<file path="config.mk">
export PLATFORM = sky130hd
export DESIGN_NAME = sd_feed_ctrl
export DESIGN_NICKNAME = d
export VERILOG_FILES = /design/src/rtl/sd_feed_ctrl.sv
export SDC_FILE = /design/constraint.sdc
export NUM_CORES = 1
export LEC_CHECK = 0
export ABC_AREA = 1
export BUFFER_PORTS_ARGS = -buffer_cell sky130_fd_sc_hd__buf_4
export CORE_ASPECT_RATIO = 1.5
export CORE_MARGIN = 8
export CORE_UTILIZATION = 40
export CTS_CLUSTER_DIAMETER = 100
export DETAILED_ROUTE_END_ITERATION = 7
export PLACE_DENSITY_LB_ADDON = 0.2
export SLEW_MARGIN = 20
export SYNTH_ARGS = -nofsm -noshare
export SYNTH_HDL_FRONTEND = slang
export SYNTH_SLANG_ARGS = --single-unit
</file>
<file path="constraint.sdc">
create_clock -name clock -period 3.75 [get_ports clock]
set_input_delay 0 -clock clock [delete_from_list [all_inputs] [get_ports clock]]
set_output_delay 0 -clock clock [all_outputs]
set_load 0.005 [all_outputs]
</file>
<file path="src/rtl/sd_feed_ctrl.sv">
// sd_feed_ctrl: feeds a valid/ready word stream MSB-first, gap-free, into a serial sequence detector and counts hits.
// Optional abort input is compiled in when SD_FEED_ABORT_EN is defined.
module sd_feed_ctrl #(
    parameter int WORD_W       = 8,
    parameter int CNT_W        = 16,
    parameter int RST_CYCLES   = 2,
    parameter int FLUSH_CYCLES = 2
) (
    input  logic              clock,
    input  logic              reset,
    input  logic              start,
    input  logic [WORD_W-1:0] word_in,
    input  logic              word_last,
    input  logic              word_valid,
    output logic              word_ready,
    output logic              seq_out,
    output logic              det_rst,
    input  logic              det_in,
    output logic              hit_pulse,
    output logic [CNT_W-1:0]  hit_count,
    output logic              busy,
    output logic              done,
    output logic              err
`ifdef SD_FEED_ABORT_EN
    ,
    input  logic              abort
`endif
);

    localparam int BW   = $clog2(WORD_W);
    localparam int TMAX = (RST_CYCLES > FLUSH_CYCLES) ? RST_CYCLES : FLUSH_CYCLES;
    localparam int TW   = $clog2(TMAX + 1);

    typedef enum logic [2:0] {
        IDLE,
        CLEAR,
        LOAD,
        SHIFT,
        DRAIN,
        DONE
    } state_t;

    state_t            state;
    logic [WORD_W-1:0] sreg;
    logic [BW-1:0]     bitcnt;
    logic              last_q;
    logic [TW-1:0]     timer;

    logic boundary;
    logic transfer;
    logic abort_req;
    logic count_en;

    // Everything below decodes registered state only, so no input reaches an output combinationally.
    assign boundary   = (state == SHIFT) && (bitcnt == '0);
    assign word_ready = (state == LOAD) || (boundary && !last_q);
    assign transfer   = word_valid && word_ready;
    assign seq_out    = (state == SHIFT) && sreg[WORD_W-1];
    assign det_rst    = !((state == SHIFT) || (state == DRAIN));
    assign busy       = (state != IDLE);
    assign count_en   = ((state == SHIFT) || (state == DRAIN)) && det_in;

`ifdef SD_FEED_ABORT_EN
    assign abort_req = abort && busy;
`else
    assign abort_req = 1'b0;
`endif

    always_ff @(posedge clock or negedge reset) begin
        if (!reset) begin
            state     <= IDLE;
            sreg      <= '0;
            bitcnt    <= '0;
            last_q    <= 1'b0;
            timer     <= '0;
            hit_pulse <= 1'b0;
            hit_count <= '0;
            done      <= 1'b0;
            err       <= 1'b0;
        end else begin
            done      <= 1'b0;
            hit_pulse <= 1'b0;
            if (abort_req) begin
                state <= IDLE;
            end else begin
                if (count_en) begin
                    hit_pulse <= 1'b1;
                    if (hit_count != '1)
                        hit_count <= hit_count + CNT_W'(1);
                end
                case (state)
                    IDLE: begin
                        if (start) begin
                            state     <= CLEAR;
                            timer     <= '0;
                            hit_count <= '0;
                            err       <= 1'b0;
                        end
                    end
                    CLEAR: begin
                        if (timer == TW'(RST_CYCLES - 1))
                            state <= LOAD;
                        else
                            timer <= timer + TW'(1);
                    end
                    LOAD: begin
                        if (transfer) begin
                            sreg   <= word_in;
                            last_q <= word_last;
                            bitcnt <= BW'(WORD_W - 1);
                            state  <= SHIFT;
                        end
                    end
                    SHIFT: begin
                        if (bitcnt != '0) begin
                            sreg   <= {sreg[WORD_W-2:0], 1'b0};
                            bitcnt <= bitcnt - BW'(1);
                        end else if (last_q) begin
                            state <= DRAIN;
                            timer <= '0;
                        end else if (transfer) begin
                            // Reload in the last-bit cycle keeps the bit stream gapless across words.
                            sreg   <= word_in;
                            last_q <= word_last;
                            bitcnt <= BW'(WORD_W - 1);
                        end else begin
                            err   <= 1'b1;
                            state <= CLEAR;
                            timer <= '0;
                        end
                    end
                    DRAIN: begin
                        if (timer == TW'(FLUSH_CYCLES - 1)) begin
                            state <= DONE;
                            done  <= 1'b1;
                        end else begin
                            timer <= timer + TW'(1);
                        end
                    end
                    DONE: begin
                        state <= IDLE;
                    end
                    default: begin
                        state <= IDLE;
                    end
                endcase
            end
        end
    end

endmodule

</file>
# ---- Word level (Yosys, flattened, before mapping)
# Index checks and enable logic that the tools add are counted.
dict set report classes {
  n_addsub 3
  eq_ne 16
  muxes 39
  reduce_logical 22
}
# op count
set op_table {}
lappend op_table {{$mux W16} 4}
lappend op_table {{$mux W3} 10}
lappend op_table {{$mux W8} 3}
lappend op_table {{$add A16 B1 Y16 const B} 1}
lappend op_table {{$ne A16 B16 Y1 const B} 1}
lappend op_table {{$pmux W8 S2} 1}
lappend op_table {{$pmux W3 S5} 1}
lappend op_table {{$ne A2 B2 Y1 const B} 7}
lappend op_table {{$mux W1} 11}
lappend op_table {{$mux W2} 5}
lappend op_table {{$reduce_and A5 Y1} 2}
lappend op_table {{$reduce_bool A3 Y1} 3}
lappend op_table {{$eq A3 B2 Y1 const B} 2}
lappend op_table {{$logic_not A3 Y1} 2}
lappend op_table {{$pmux W2 S3} 1}
lappend op_table {{$pmux W3 S2} 1}
lappend op_table {{$reduce_and A6 Y1} 1}
lappend op_table {{$logic_and A1 B1 Y1} 5}
lappend op_table {{$pmux W1 S2} 2}
lappend op_table {{$reduce_bool A2 Y1} 2}
lappend op_table {{$eq A3 B1 Y1 const B} 1}
lappend op_table {{$eq A3 B3 Y1 const B} 1}
lappend op_table {{$ne A3 B2 Y1 const B} 1}
lappend op_table {{$ne A3 B3 Y1 const B} 1}
lappend op_table {{other kinds (9)} 11}
dict set report totals {
  register_bits 36
  inputBits 14
  elab_cells 89
}

# ---- Logic depth before layout (Yosys ltp)
dict set report logic_depth {
  depth_word 9
  depth_mapped 12
}

# ---- Worst setup path after synthesis
# Ideal clock, no wire load.
dict set report synth_timing {
  path_kind {register to register}
  startpoint {reg bitcnt[0]}
  endpoint {reg sreg[1]}
  arrival_ns 1.506
  path_slack_ns 2.114
  path_stages_with_launch 11
  n_path_buf 1
  period_less_slack_ns 1.636
  path_cell_list {dfrtp_1 -> inv_1 -> ha_1 -> inv_1 -> nor2_1 -> inv_1 -> nand2_1 -> clkinv_1 -> buf_4 -> o211ai_1 -> o21ai_0}
}
dict set report synth_via {
  elab_chain_cells 9
  word_cells_on_any_way 12
  cone_classes {eq/ne (1); mux (4); reduce/logical (7)}
}
# element line
set synth_lines {}
lappend synth_lines {{start: declaration} 45} ;# logic [BW-1:0] bitcnt;
lappend synth_lines {{start signal: assignment} 110} ;# bitcnt <= BW'(WORD_W - 1);
lappend synth_lines {{start signal: assignment} 117} ;# bitcnt <= bitcnt - BW'(1);
lappend synth_lines {{start signal: assignment} 125} ;# bitcnt <= BW'(WORD_W - 1);
lappend synth_lines {{$logic_not A3 Y1} 55} ;# assign boundary = (state == SHIFT) && (bitcnt == '0);
lappend synth_lines {{$logic_and A1 B1 Y1} 55}
lappend synth_lines {{$logic_and A1 B1 Y1} 56} ;# assign word_ready = (state == LOAD) || (boundary && !last_q);
lappend synth_lines {{$logic_or A1 B1 Y1} 56}
lappend synth_lines {{$logic_and A1 B1 Y1} 57} ;# assign transfer = word_valid && word_ready;
lappend synth_lines {{$mux W8 (2 in a row)} -}
lappend synth_lines {{$mux W8} 115} ;# if (bitcnt != '0) begin
lappend synth_lines {{$pmux W8 S2} 91} ;# case (state)
lappend synth_lines {{end signal: assignment} 108} ;# sreg <= word_in;
lappend synth_lines {{end signal: assignment} 116} ;# sreg <= {sreg[WORD_W-2:0], 1'b0};
lappend synth_lines {{end signal: assignment} 123} ;# sreg <= word_in;
lappend synth_lines {{end: declaration} 44} ;# logic [WORD_W-1:0] sreg;
# Several ways; a longest one is shown, not always the timed one. The select of a mux whose other input is x is not followed.
# A chain may end at the register's enable or synchronous reset.

# ---- Worst setup path after layout
dict set report layout_timing {
  startpoint {reg bitcnt[0]}
  endpoint {reg sreg[4]}
}
# The elaborated chain is that of the path after synthesis.

==> results_dict.tcl <==
set metrics [dict create \
    run_status "completed" \
    synth-edff-count 0 \
    via_per_inst 4.959 \
    cpPeakStageDelay_ps 410 \
    startpoint_type "register" \
    gp_congestion 0.8740 \
    core_mm2 0.005326 \
    rsz0062_at_grt "false" \
    grt_max_degree 37 \
    synth_most_common_cell "nand2_1" \
    yosys-top-cells-count "75 x nand2_1, 50 x inv_1, 41 x nor2_1" \
    cts_buffers 5 \
    ys.flop_type "dfrtp_1" \
    synth_area_leader_cell "dfrtp_1" \
    arrival_ps 2150 \
    cts_tree "done" \
    ctsHtreeMaxLevel 2 \
    slew_headroom 0.6741 \
    netlist.area_leader.share 0.4169 \
    clock_latency_ps 280 \
    fin_crit_sh 0.5318 \
    synth.area.top_cells "dfrtp_1 42%, nand2_1 13%, inv_1 8.7%" \
    path_clk_slew_ps 70 \
    cellLeakagePower_uw 0.001309 \
    power_uw 1541 \
    synthCells 301 \
    critPathKind "register to register" \
    cp_cell_sequence "inv_1 > ha_1 > inv_1 > nor2_1 > inv_1 > nand2_1 > clkinv_1 > o211ai_1 > o21ai_0" \
    drc 0 \
    antenna_found_initial 0 \
    vdd_ir_drop_max_mv 0.3325 \
    drt_iter0_drc 122 \
    setup_viol 0 \
    drv_cap 0 \
    cpMostUsedCell "inv_1" \
    cts_sinks 36 \
    grt_use_total 0.1368 \
    post_cts.repair.setup_buffers 0 \
    hold_path_class "primary input to register" \
    grt_pass1_wl_mm 9.273 \
    syn_avg_cell_area_um2 7.179 \
    port_buffers 36 \
    ys_seq_elements 36 \
    clockBufferDepth 2 \
    n_antenna_cell 0 \
    critPathRequiredTime_ps 3900 \
    final_hold_viol_count 0 \
    place.detailed.hpwl_mm 3.840 \
    yosysWarnings 0 \
    cpMaxStageDelayCell "clkinv_1" \
    start_util 0.4057 \
    fin_crit_ps 1994 \
    fmax_mhz 501.4 \
    skew_ps 2.629 \
    cp-end-kind "register" \
    slew_violations 0 \
    r2r_slack_ps 1760 \
    cts_root_buffer "clkbuf_8" \
    async_flop_share 1.000 \
    num_vias 2078 \
    final_antenna_net_count 0 \
    first_pass_iters 4 \
    synthToLayoutAreaGrowth_pct 23.57 \
    synth.net_count 319 \
    cts_resized 0 \
    die_h_um 106.0 \
    cp_max_fo 17 \
    overflow 0 \
    nNetsFinal 367 \
    rows 33 \
    wl_per_cell_um 12.44 \
    die_x_um 76.01 \
    hold_buffers 9 \
    tns_ps 0 \
    p_per_area_mw_per_mm2 577.2 \
    drt-total-wl_mm 5.211 \
    seq_area_frac_synth 0.4169 \
    synth.cell_area_mm2 0.002161 \
    drive_gt1_frac 0.1605 \
    grt_pass1_vias 2160 \
    tightest_slew_ps 483.8 \
    synth_cell_type_count 28 \
    io_pins 37 \
    fp.dieArea_mm2 0.008058 \
]
==> critical path, delay by kind of cell, from the launching register on <==
family | cells | cell delay, ps
buffers and inverters | 4 | 600
AOI/OAI and AO/OA | 2 | 450
DFF | 1 | 360
and+or+nand+nor | 2 | 300
adders and majority gates | 1 | 150
==> final timing paths <==
path / start / end / cells after the start
worst max-delay path: bitcnt[0]$_DFFE_PN0P_ / sreg[4]$_DFFE_PN0P_ / 9
worst min-delay path: word_in[4] / sreg[4]$_DFFE_PN0P_ / 3
worst max register to register: bitcnt[0]$_DFFE_PN0P_ / sreg[4]$_DFFE_PN0P_ / 9
worst min register to register: timer[1]$_DFFE_PN0P_ / timer[1]$_DFFE_PN0P_ / 2
max in group asynchronous: reset / hit_count[15]$_DFF_PN0_ / 2
min in group asynchronous: reset / hit_count[14]$_DFF_PN0_ / 2
==> report_power, final <==
part	leakage [uW]	switching, uW	internal [uW]
combinational	0.000788	421	255
sequential	0.000471	72.8	495
clock	0.0000503	133	164
==> state kept, by name, summed over array words and instances (netlist names) <==
| signal | flops |
|---|---|
| last_q | 1 |
| err | 1 |
| sreg | 8 |
| bitcnt | 3 |
| state | 3 |
| hit_count | 16 |
| timer | 2 |
| hit_pulse | 1 |
| done | 1 |
==> cell usage in the layout, fill, tap and decap left out <==
cell type	Yosys	final
nand2_1	75	75
inv_1	50	50
nor2_1	41	41
dfrtp_1	36	36
buf_4	1	36
nand3_1	27	27
o21ai_0	20	20
dlygate4sd3_1	0	9
o211ai_1	7	7
clkbuf_8	0	7
a21oi_1	6	6
nand4_1	5	5
o21bai_1	5	5
ha_1	4	4
nand2_2	3	3
nor3_1	3	3
nand2_4	2	2
nor3_2	2	2
nand3_2	2	2
nor2_2	1	1
inv_4	1	1
a31oi_1	1	1
nor2_4	1	1
clkinv_1	1	1
xnor2_1	1	1
a21oi_2	1	1
a32o_1	1	1
nand3b_1	1	1
==> logic make-up (layout without fill, tap and decap cells) <==
family	count (synthesis)	count (layout)	share of synthesized area
AO/OA/AOI/OAI	41	41	0.1135
adder cells (fa/ha/maj)	4	4	0.02316
XOR/XNOR	1	1	0.004054
buffers and inverters	56	104	0.1077
AND/OR/NAND/NOR	163	163	0.3347
flip-flops	36	36	0.4169
==> cell type report <==
| cell class | count | area (um2) |
|---|---|---|
| inverter | 52 | 197.7 |
| clock buffer | 7 | 96.34 |
| tap | 70 | 87.58 |
| timing repair buffer | 45 | 360.3 |
| fill | 520 | 2656 |
| sequential | 36 | 900.9 |
| multi-input combinational | 209 | 1027 |
==> metal layers <==
| layer | global-route usage | wire length (um) | vias up |
|---|---|---|---|
| met2 | 0.2483 | 2682 | 54 |
| met5 | 0 | 0 | - |
| met3 | 0.03547 | 291 | 8 |
| li1 | - | - | 1050 |
| met4 | 0.06479 | 80 | 0 |
| met1 | 0.1426 | 2157 | 966 |
==> metrics by stage <==
stage	setup WS, ps	area (um2)	util	hold slack (ps)	instances
6_report	1756	2670	0.5013	4.928	419
5_1_grt	1499	2670	0.5013	7.855	419
4_1_cts	1715	2670	0.5013	3.953	419
3_5_place_dp	1726	2484	0.4663	-6.914	403
3_3_place_gp	1776	2484	0.4663	-3.584	403
2_1_floorplan	2114	2161	-	-295.6	301
Power figures use the tool's default switching activity.
